File: config.mk
export PLATFORM = sky130hd
export DESIGN_NAME = score_fetch_sequencer_flat
export DESIGN_NICKNAME = d
export VERILOG_FILES = /design/src/rtl/nw_pkg.sv /design/src/rtl/score_fetch_sequencer_if.sv /design/src/rtl/nw_cell_addr.sv /design/src/rtl/score_fetch_sequencer.sv /design/src/flat_wrapper.sv
export SDC_FILE = /design/constraint.sdc
export NUM_CORES = 1
export LEC_CHECK = 0
export BUFFER_PORTS_ARGS = -buffer_cell sky130_fd_sc_hd__buf_2
export CAP_MARGIN = 25
export CORE_MARGIN = 3
export CORE_UTILIZATION = 29
export CTS_CLUSTER_DIAMETER = 60
export DETAILED_ROUTE_END_ITERATION = 8
export PLACE_DENSITY = 0.52
export SYNTH_ARGS = -nofsm -noshare
export SYNTH_HDL_FRONTEND = slang
export SYNTH_HIERARCHICAL = 1
export SYNTH_SLANG_ARGS = --single-unit
File: constraint.sdc
create_clock -name clk -period 5.92 [get_ports clk]
set_input_delay 0.296 -clock clk [delete_from_list [all_inputs] [get_ports clk]]
set_output_delay 0.296 -clock clk [all_outputs]
set_load 0.02 [all_outputs]
File: src/rtl/nw_pkg.sv
// Shared Needleman-Wunsch definitions: the fetch-sequencer state enum and the
// output-manager buffer slot codes used with `count`.
package nw_pkg;

    typedef enum logic [2:0] {
        StIdle,
        StRdDiag,
        StRdUp,
        StRdLeft,
        StCapLeft,
        StPresent,
        StWaitAck,
        StDone
    } seq_state_e;

    localparam logic [1:0] SLOT_DIAG = 2'd0;
    localparam logic [1:0] SLOT_UP   = 2'd1;
    localparam logic [1:0] SLOT_LEFT = 2'd2;

endpackage

File: src/rtl/score_fetch_sequencer_if.sv
// Bus bundle for score_fetch_sequencer.
//   Control side : start, sweep, i_in, j_in, cell_ack  (into the sequencer)
//   Score RAM    : ram_en, ram_addr                    (out of the sequencer)
//   Output mgr   : en_read, count, signal              (out of the sequencer)
//   Status       : cur_i, cur_j, busy, cell_valid, done, err
// modport master is the sequencer's view, slave is the surrounding system's.
interface score_fetch_sequencer_if #(
    parameter int unsigned N      = 16,
    parameter int unsigned IDX_W  = $clog2(N + 1),
    parameter int unsigned ADDR_W = $clog2((N + 1) * (N + 1))
);
    logic              start;
    logic              sweep;
    logic [IDX_W-1:0]  i_in;
    logic [IDX_W-1:0]  j_in;
    logic              cell_ack;
    logic              ram_en;
    logic [ADDR_W-1:0] ram_addr;
    logic              en_read;
    logic [1:0]        count;
    logic              signal;
    logic [IDX_W-1:0]  cur_i;
    logic [IDX_W-1:0]  cur_j;
    logic              busy;
    logic              cell_valid;
    logic              done;
    logic              err;

    modport master (
        input  start, sweep, i_in, j_in, cell_ack,
        output ram_en, ram_addr, en_read, count, signal,
        output cur_i, cur_j, busy, cell_valid, done, err
    );

    modport slave (
        output start, sweep, i_in, j_in, cell_ack,
        input  ram_en, ram_addr, en_read, count, signal,
        input  cur_i, cur_j, busy, cell_valid, done, err
    );
endinterface

File: src/rtl/nw_cell_addr.sv
// Combinational score-RAM address generator for the three neighbours of cell
// (i, j) in a row-major (N+1)x(N+1) matrix with stride N+1.
//   i_i, j_i  : cell indices
//   diag_o    : (i-1)*S + (j-1)
//   up_o      : (i-1)*S + j
//   left_o    : i*S + (j-1)
// Arithmetic is done at ADDR_W; out-of-range indices simply wrap.
module nw_cell_addr #(
    parameter int unsigned N      = 16,
    parameter int unsigned IDX_W  = $clog2(N + 1),
    parameter int unsigned ADDR_W = $clog2((N + 1) * (N + 1))
) (
    input  logic [IDX_W-1:0]  i_i,
    input  logic [IDX_W-1:0]  j_i,
    output logic [ADDR_W-1:0] diag_o,
    output logic [ADDR_W-1:0] up_o,
    output logic [ADDR_W-1:0] left_o
);
    localparam logic [ADDR_W-1:0] One    = ADDR_W'(1);
    localparam logic [ADDR_W-1:0] Stride = ADDR_W'(N + 1);

    logic [ADDR_W-1:0] i_w, j_w, row_prev, row_cur;

    always_comb begin
        i_w      = ADDR_W'(i_i);
        j_w      = ADDR_W'(j_i);
        row_prev = (i_w - One) * Stride;
        row_cur  = i_w * Stride;
        diag_o   = row_prev + j_w - One;
        up_o     = row_prev + j_w;
        left_o   = row_cur + j_w - One;
    end
endmodule

File: src/rtl/score_fetch_sequencer.sv
// Fetches the diag/up/left neighbour scores of a Needleman-Wunsch cell from
// the score RAM into the output manager, for one cell or a row-major sweep.
//   clk  : clock, rising edge
//   rst  : asynchronous active-low reset
//   bus  : score_fetch_sequencer_if.master (control, RAM read, output manager)
// Optional build macro SCORE_FETCH_BOUNDS_EN: reject single-cell requests whose
// indices fall outside 1..N with a one-cycle `err` pulse.
module score_fetch_sequencer
    import nw_pkg::*;
#(
    parameter int unsigned N      = 16,
    parameter int unsigned IDX_W  = $clog2(N + 1),
    parameter int unsigned ADDR_W = $clog2((N + 1) * (N + 1))
) (
    input  logic                    clk,
    input  logic                    rst,
    score_fetch_sequencer_if.master bus
);
    localparam logic [IDX_W-1:0] IdxOne = IDX_W'(1);
    localparam logic [IDX_W-1:0] IdxN   = IDX_W'(N);

    seq_state_e       state_q, state_d;
    logic             sweep_q, sweep_d;
    logic [IDX_W-1:0] cur_i_q, cur_i_d;
    logic [IDX_W-1:0] cur_j_q, cur_j_d;
    logic             reject;

    logic [ADDR_W-1:0] diag_addr, up_addr, left_addr;

    nw_cell_addr #(
        .N      (N),
        .IDX_W  (IDX_W),
        .ADDR_W (ADDR_W)
    ) u_cell_addr (
        .i_i    (cur_i_q),
        .j_i    (cur_j_q),
        .diag_o (diag_addr),
        .up_o   (up_addr),
        .left_o (left_addr)
    );

`ifdef SCORE_FETCH_BOUNDS_EN
    logic err_q;

    always_comb begin
        reject = !bus.sweep && (bus.i_in == '0 || bus.j_in == '0 ||
                                bus.i_in > IdxN || bus.j_in > IdxN);
    end

    always_ff @(posedge clk or negedge rst) begin
        if (!rst) begin
            err_q <= 1'b0;
        end else begin
            err_q <= (state_q == StIdle) && bus.start && reject;
        end
    end

    assign bus.err = err_q;
`else
    assign reject  = 1'b0;
    assign bus.err = 1'b0;
`endif

    // Next-state logic
    always_comb begin
        state_d = state_q;
        sweep_d = sweep_q;
        cur_i_d = cur_i_q;
        cur_j_d = cur_j_q;
        unique case (state_q)
            StIdle: begin
                if (bus.start && !reject) begin
                    sweep_d = bus.sweep;
                    cur_i_d = bus.sweep ? IdxOne : bus.i_in;
                    cur_j_d = bus.sweep ? IdxOne : bus.j_in;
                    state_d = StRdDiag;
                end
            end
            StRdDiag:  state_d = StRdUp;
            StRdUp:    state_d = StRdLeft;
            StRdLeft:  state_d = StCapLeft;
            StCapLeft: state_d = StPresent;
            StPresent: state_d = StWaitAck;
            StWaitAck: begin
                if (bus.cell_ack) begin
                    if (!sweep_q || (cur_i_q == IdxN && cur_j_q == IdxN)) begin
                        state_d = StDone;
                    end else begin
                        // Row-major advance: wrap j back to column 1 at end of row
                        if (cur_j_q == IdxN) begin
                            cur_j_d = IdxOne;
                            cur_i_d = cur_i_q + IdxOne;
                        end else begin
                            cur_j_d = cur_j_q + IdxOne;
                        end
                        state_d = StRdDiag;
                    end
                end
            end
            StDone:  state_d = StIdle;
            default: state_d = StIdle;
        endcase
    end

    always_ff @(posedge clk or negedge rst) begin
        if (!rst) begin
            state_q <= StIdle;
            sweep_q <= 1'b0;
            cur_i_q <= '0;
            cur_j_q <= '0;
        end else begin
            state_q <= state_d;
            sweep_q <= sweep_d;
            cur_i_q <= cur_i_d;
            cur_j_q <= cur_j_d;
        end
    end

    // Outputs decode from state only, so reset clears them asynchronously.
    // RAM latency is one cycle: each read is captured by en_read one state later.
    always_comb begin
        bus.ram_en     = 1'b0;
        bus.ram_addr   = '0;
        bus.en_read    = 1'b0;
        bus.count      = SLOT_DIAG;
        bus.signal     = 1'b0;
        bus.cell_valid = 1'b0;
        bus.done       = 1'b0;
        unique case (state_q)
            StRdDiag: begin
                bus.ram_en   = 1'b1;
                bus.ram_addr = diag_addr;
            end
            StRdUp: begin
                bus.ram_en   = 1'b1;
                bus.ram_addr = up_addr;
                bus.en_read  = 1'b1;
                bus.count    = SLOT_DIAG;
            end
            StRdLeft: begin
                bus.ram_en   = 1'b1;
                bus.ram_addr = left_addr;
                bus.en_read  = 1'b1;
                bus.count    = SLOT_UP;
            end
            StCapLeft: begin
                bus.en_read = 1'b1;
                bus.count   = SLOT_LEFT;
            end
            StPresent: bus.signal = 1'b1;
            StWaitAck: begin
                bus.signal     = 1'b1;
                bus.cell_valid = 1'b1;
            end
            StDone:  bus.done = 1'b1;
            default: ;
        endcase
    end

    assign bus.busy  = (state_q != StIdle);
    assign bus.cur_i = cur_i_q;
    assign bus.cur_j = cur_j_q;
endmodule
File: src/flat_wrapper.sv
// flat-port wrapper written by rule: the top's interface ports become plain ports
module score_fetch_sequencer_flat import nw_pkg::*;
#(
    parameter int unsigned N      = 16,
    parameter int unsigned IDX_W  = $clog2(N + 1),
    parameter int unsigned ADDR_W = $clog2((N + 1) * (N + 1))
)
  (clk, rst, bus_start, bus_sweep, bus_i_in, bus_j_in, bus_cell_ack, bus_ram_en, bus_ram_addr, bus_en_read, bus_count, bus_signal, bus_cur_i, bus_cur_j, bus_busy, bus_cell_valid, bus_done, bus_err);
  score_fetch_sequencer_if #(.N(N), .IDX_W(IDX_W), .ADDR_W(ADDR_W)) bus_i ();
  input  logic clk;
  input  logic rst;
  input wire logic [$bits(bus_i.start)-1:0] bus_start;
  input wire logic [$bits(bus_i.sweep)-1:0] bus_sweep;
  input wire logic [$bits(bus_i.i_in)-1:0] bus_i_in;
  input wire logic [$bits(bus_i.j_in)-1:0] bus_j_in;
  input wire logic [$bits(bus_i.cell_ack)-1:0] bus_cell_ack;
  output wire logic [$bits(bus_i.ram_en)-1:0] bus_ram_en;
  output wire logic [$bits(bus_i.ram_addr)-1:0] bus_ram_addr;
  output wire logic [$bits(bus_i.en_read)-1:0] bus_en_read;
  output wire logic [$bits(bus_i.count)-1:0] bus_count;
  output wire logic [$bits(bus_i.signal)-1:0] bus_signal;
  output wire logic [$bits(bus_i.cur_i)-1:0] bus_cur_i;
  output wire logic [$bits(bus_i.cur_j)-1:0] bus_cur_j;
  output wire logic [$bits(bus_i.busy)-1:0] bus_busy;
  output wire logic [$bits(bus_i.cell_valid)-1:0] bus_cell_valid;
  output wire logic [$bits(bus_i.done)-1:0] bus_done;
  output wire logic [$bits(bus_i.err)-1:0] bus_err;
  assign bus_i.start = bus_start;
  assign bus_i.sweep = bus_sweep;
  assign bus_i.i_in = bus_i_in;
  assign bus_i.j_in = bus_j_in;
  assign bus_i.cell_ack = bus_cell_ack;
  assign bus_ram_en = bus_i.ram_en;
  assign bus_ram_addr = bus_i.ram_addr;
  assign bus_en_read = bus_i.en_read;
  assign bus_count = bus_i.count;
  assign bus_signal = bus_i.signal;
  assign bus_cur_i = bus_i.cur_i;
  assign bus_cur_j = bus_i.cur_j;
  assign bus_busy = bus_i.busy;
  assign bus_cell_valid = bus_i.cell_valid;
  assign bus_done = bus_i.done;
  assign bus_err = bus_i.err;
  score_fetch_sequencer #(.N(N), .IDX_W(IDX_W), .ADDR_W(ADDR_W)) u_core (.clk(clk), .rst(rst), .bus(bus_i));
endmodule
Word level (Yosys, flattened, before mapping)
Cells that the tools add are included.
{ "word_totals": {"reg_bits": 14, "inputBits": 15, "word_cells": 62} }
{ "op_classes": {"addsub": 7, "mul": 2, "n_eq_ne": 13, "muxes": 23, "n_reduce_logical": 13} }
{ "ops": {"columns": ["cell", "n"], "rows": [
  ["$mux 5", 10],
  ["$pmux 9 s3", 1],
  ["$pmux 3 s8", 1],
  ["$pmux 5 s2", 2],
  ["$add 9x5->9", 2],
  ["$sub 9x1->9 const B", 2],
  ["$eq 3x3->1 const B", 4],
  ["$add 5x1->5 const B", 2],
  ["$eq 5x5->1 const B", 2],
  ["$mul 5x5->9 const B", 1],
  ["$mul 9x5->9 const B", 1],
  ["$mux 3", 3],
  ["$eq 3x2->1 const B", 2],
  ["$ne 2x2->1 const B", 3],
  ["$reduce_or 3->1", 2],
  ["$sub 5x1->6 const B", 1],
  ["$mux 1", 5],
  ["$reduce_and 5->1", 1],
  ["$pmux 2 s2", 1],
  ["$reduce_and 2->1", 2],
  ["$reduce_and 4->1", 1],
  ["$eq 3x1->1 const B", 1],
  ["$logic_not 3->1", 1],
  ["$reduce_bool 3->1", 1],
  ["other kinds (6)", 6]
]} }

Longest topological paths before layout
{ "depth": {"ltp_word": 6, "ltp_mapped": 17, "mapped_depth_nobuf": 17} }

Hierarchy
The synthesis kept the hierarchy.
{ "modules_own_cells": {"columns": ["mod", "n_inst", "cells_per_inst", "area_per_inst_um2", "seq_area_each_um2"], "rows": [
  ["nw_cell_addr", 1, 149, 1361.3, 0.0],
  ["score_fetch_sequencer", 1, 148, 1310.0, 350.3]
]} }

Worst setup path before layout
OpenSTA, ideal clock, no wires.
{ "synth_path": {"path_type": "register -> output", "startpoint": "reg u_core.cur_i_q[0] (netlist: u_core/bus.cur_i[0])", "endpoint": "out bus_ram_addr[8]", "arrival_ns": 3.500, "required_ns": 5.624, "path_slack_ns": 2.124, "stages_incl_launch_ff": 15, "path_cell_list": "dfrtp_1 > inv_1 > ha_1 > inv_1 > ha_1 > ha_1 > fa_1 > xor2_2 > or3b_1 > nor3_2 > nand3b_1 > xnor2_1 > mux2_2 > a22oi_1 > nor2_1"} }
{ "synth_between": {"elab_chain_len": 5} }
{ "synth_rtl": {"columns": ["item", "line", "rtl"], "rows": [
  ["start: declaration", "score_fetch_sequencer.sv:24", "logic [IDX_W-1:0] cur_i_q, cur_i_d;"],
  ["start signal: assignment", "score_fetch_sequencer.sv:114", "cur_i_q <= cur_i_d;"],
  ["$sub 5x1->6", "nw_cell_addr.sv:27", "row_prev = (i_w - One) * Stride;"],
  ["$mul 9x5->9", "nw_cell_addr.sv:27", null],
  ["$add 9x5->9", "nw_cell_addr.sv:30", "up_o = row_prev + j_w;"],
  ["net u_core.up_addr[3]", "score_fetch_sequencer.sv:28", "logic [ADDR_W-1:0] diag_addr, up_addr, left_addr;"],
  ["$sub 9x1->9", "nw_cell_addr.sv:29", "diag_o = row_prev + j_w - One;"],
  ["net u_core.diag_addr[8]", "score_fetch_sequencer.sv:28", null],
  ["$pmux 9 s3", "score_fetch_sequencer.sv:129", "unique case (state_q)"],
  ["end: declaration", "flat_wrapper.sv:18", "output wire logic [$bits(bus_i.ram_addr)-1:0] bus_ram_addr;"]
]} }
The timed path passes the listed nets, and every way through them passes these cells.

Worst setup path in the final report
{ "layout_path": {"startpoint": "reg u_core.cur_i_q[0] (netlist: u_core/bus.cur_i[0])", "endpoint": "out bus_ram_addr[7]"} }
The elaborated chain is that of the path after synthesis.

==> reports/qor.yml <==
sta:
  setup_viol: 0
  rsz0062_at_grt: "false"
  slew-limit-headroom: 0.410
  fin_crit_ps: 4460
  drv_slew: 0
  worst_slew_pin_slew_ps: 885
  hold_viol_final: 0
  fmax_ghz: 0.224
  setup_tns_ps: 0
  fin_crit_sh: 0.753
  skew_ps: 1.64
critical_path:
  worstSetupEndpointType: "output port"
  start_kind: "flop"
  crit_type: "flop to output port"
  crit_arrival_ps: 4160
  cp.required_ps: 5620
  worst-path-max-fanout: 8
  timing.rr.start: "u_core/state_q[1]"
  cp-startpoint: "u_core/bus.cur_i[0]"
cells_and_area:
  synthToLayoutAreaGrowth_pct: 12.1
  fin_util: 0.339
  num_antenna_cells: 0
  drive_above_1_share: 0.252
  final_cell_count_no_fill: 438
  layout.nets: 401
logic_synthesis:
  syn_inst: 297
  synthTopCellsByCount: "ha_1 (49), inv_1 (41), nor2_1 (20), xnor2_1 (16), dfrtp_1 (14)"
  synth_edf_count: 0
  synthMostInstantiatedCell: "ha_1"
  synth-seq-cells: 14
  synthArstFlopShare: 1.00
  synth_top_area_cell: "ha_1"
  synth_area_leaders: "ha_1 (23%), dfrtp_1 (13%), inv_1 (5.8%)"
  synth_fp_nets: 366
  mappedNetlistArea_um2: 2670
  yosys_warnings: 6
  avgSynthCellArea_um2: 8.99
  ys_seq_area_frac: 0.131
  synth_flop_cell: "dfrtp_1"
  yosys.area.top_type_share: 0.230
  synth_cell_types: 68
drt:
  postRouteAntennaNets: 0
  drtIter0Drc: 121
  wirelength_um: 6430
  drc: 0
  vias: 2204
  via_per_inst: 5.03
  drt-pass1-iter-count: 5
  wl_per_cell_um: 14.7
floorplanning:
  dieArea_um2: 10400
  io-pin-count: 43
  initial_core_util: 0.302
  die_w_um: 102
  core_um2: 8850
  rows: 34
  dieHeight_um: 102
clock_network:
  cts_tree: "yes"
  post_cts_buffers: 0
  cts_resized: 0
  cts_buffers: 3
  root_buffer: "clkbuf_8"
  holdBufCountCts: 1
  clock_sinks: 14
  clk_path_buf_depth: 2
  clk-insertion-delay-late_ps: 250
  cts_max_level: 1
  clk_pin_slew_worst_paths_ps: 60
job:
  drv_cap: 0
global_routing:
  grt_max_degree: 23
  grt_pass1_wl_um: 10500
  grt_overflow: 0
  antenna_found_initial: 0
  grt_pass1_vias: 2048
  groute.usage.overall: 0.125
place:
  gp_congestion: 0.797
  dpl.cell_count: 434
  io_buffers: 41
  place_hpwl_um: 5240
run_status:
  status: "finished, final reports clean"
worst_hold_path:
  hp-start: "bus_i_in[4]"
  min_path_type: "input pin to flop"
-- metrics by stage --
step | setup WS (ps) | area [um^2] | hold slack, ps
6_report | 1460 | 3000 | 341
5_1_grt | 1160 | 3000 | 348
4_1_cts | 1430 | 3000 | 336
3_5_place_dp | 1730 | 2940 | 229
3_3_place_gp | 1720 | 2940 | 236
2_1_floorplan | 2120 | 2670 | 0.409
-- area by class of cell --
| type | instances | area (um^2) |
|---|---|---|
| fillers | 942 | 5850 |
| flip-flops and latches | 14 | 350 |
| inverters | 42 | 158 |
| well taps | 108 | 135 |
| clock buffers | 3 | 41.3 |
| multi-input cells | 229 | 2100 |
| repair buffers | 42 | 215 |
-- registers in the layout (all words and copies together), names as in the netlist --
register	cells
u_core/sweep_q	1
u_core/bus.cur_j	5
u_core/state_q	3
u_core/bus.cur_i	5
-- path summary, 6_finish.rpt --
kind                                  endpoint  cells past startpoint  slack, ps
max in group asynchronous  u_core/bus.cur_j[4]                      2       5170
min in group asynchronous  u_core/bus.cur_j[0]                      2        490
setup reg to reg           u_core/bus.cur_i[4]                      4       3550
hold reg to reg                 u_core/sweep_q                      2        550
hold / removal             u_core/bus.cur_i[4]                      3        340
setup / recovery               bus_ram_addr[7]                     17       1460
-- cell families (layout without fill, tap and decap cells) --
family / after synthesis / count (layout) / synth area share
and+or+nand+nor: 69 / 69 / 0.162
AOI/OAI and AO/OA: 66 / 66 / 0.193
adders and majority gates: 54 / 54 / 0.267
buffers and inverters: 54 / 87 / 0.0843
xor gates and xnor gates: 27 / 27 / 0.111
DFF: 14 / 14 / 0.131
muxes: 12 / 12 / 0.0506
other: 1 / 1 / 0.00140
-- placed cells by master (no fill, tap or decap), types with 2 or more instances in the layout --
| cell type | synthesis | final |
|---|---|---|
| o221a_1 | 2 | 2 |
| nand3_1 | 4 | 4 |
| a21oi_2 | 3 | 3 |
| xnor2_2 | 5 | 5 |
| dfrtp_1 | 14 | 14 |
| clkbuf_8 | 0 | 3 |
| a21oi_1 | 12 | 12 |
| a21o_1 | 3 | 3 |
| inv_1 | 41 | 41 |
| nor2_1 | 20 | 20 |
| a31o_2 | 3 | 3 |
| mux2_1 | 2 | 2 |
| nand2_1 | 13 | 13 |
| xor2_1 | 4 | 4 |
| and4bb_1 | 2 | 2 |
| a22oi_1 | 9 | 9 |
| mux2_2 | 10 | 10 |
| fa_1 | 5 | 5 |
| a31oi_1 | 6 | 6 |
| xnor2_1 | 16 | 16 |
| ha_1 | 49 | 49 |
| a211oi_1 | 2 | 2 |
| o21ai_0 | 6 | 6 |
| nor2b_1 | 2 | 2 |
| nor3_4 | 2 | 2 |
| and2_1 | 2 | 2 |
| nor3_1 | 3 | 3 |
| and3_1 | 5 | 5 |
| buf_2 | 6 | 41 |
| nand2b_1 | 4 | 4 |
-- worst max-delay path: stages (launching register included) --
cell	delay (ps)
dfrtp_1	530
inv_1	180
ha_1	270
o21ai_1	200
xnor2_2	170
ha_1	270
ha_1	290
ha_1	400
o21ai_0	110
o21bai_1	180
a21oi_2	110
xnor2_2	180
nor3b_2	220
xnor2_1	80
mux2_2	270
a22oi_1	170
nor2_1	80
buf_2	200
-- routing by layer --
layer | up-vias | share of wire | track usage
li1 | 1104 | - | -
met1 | 1047 | 0.52 | 0.190
met2 | 53 | 0.44 | 0.195
met3 | 0 | 0.044 | 0.0239
met4 | 0 | 0 | 0.00101
met5 | - | 0 | 0
Power is left out: the tool's default activity adds up to more than one toggle a clock period on the data nets, which glitch-free logic cannot reach.
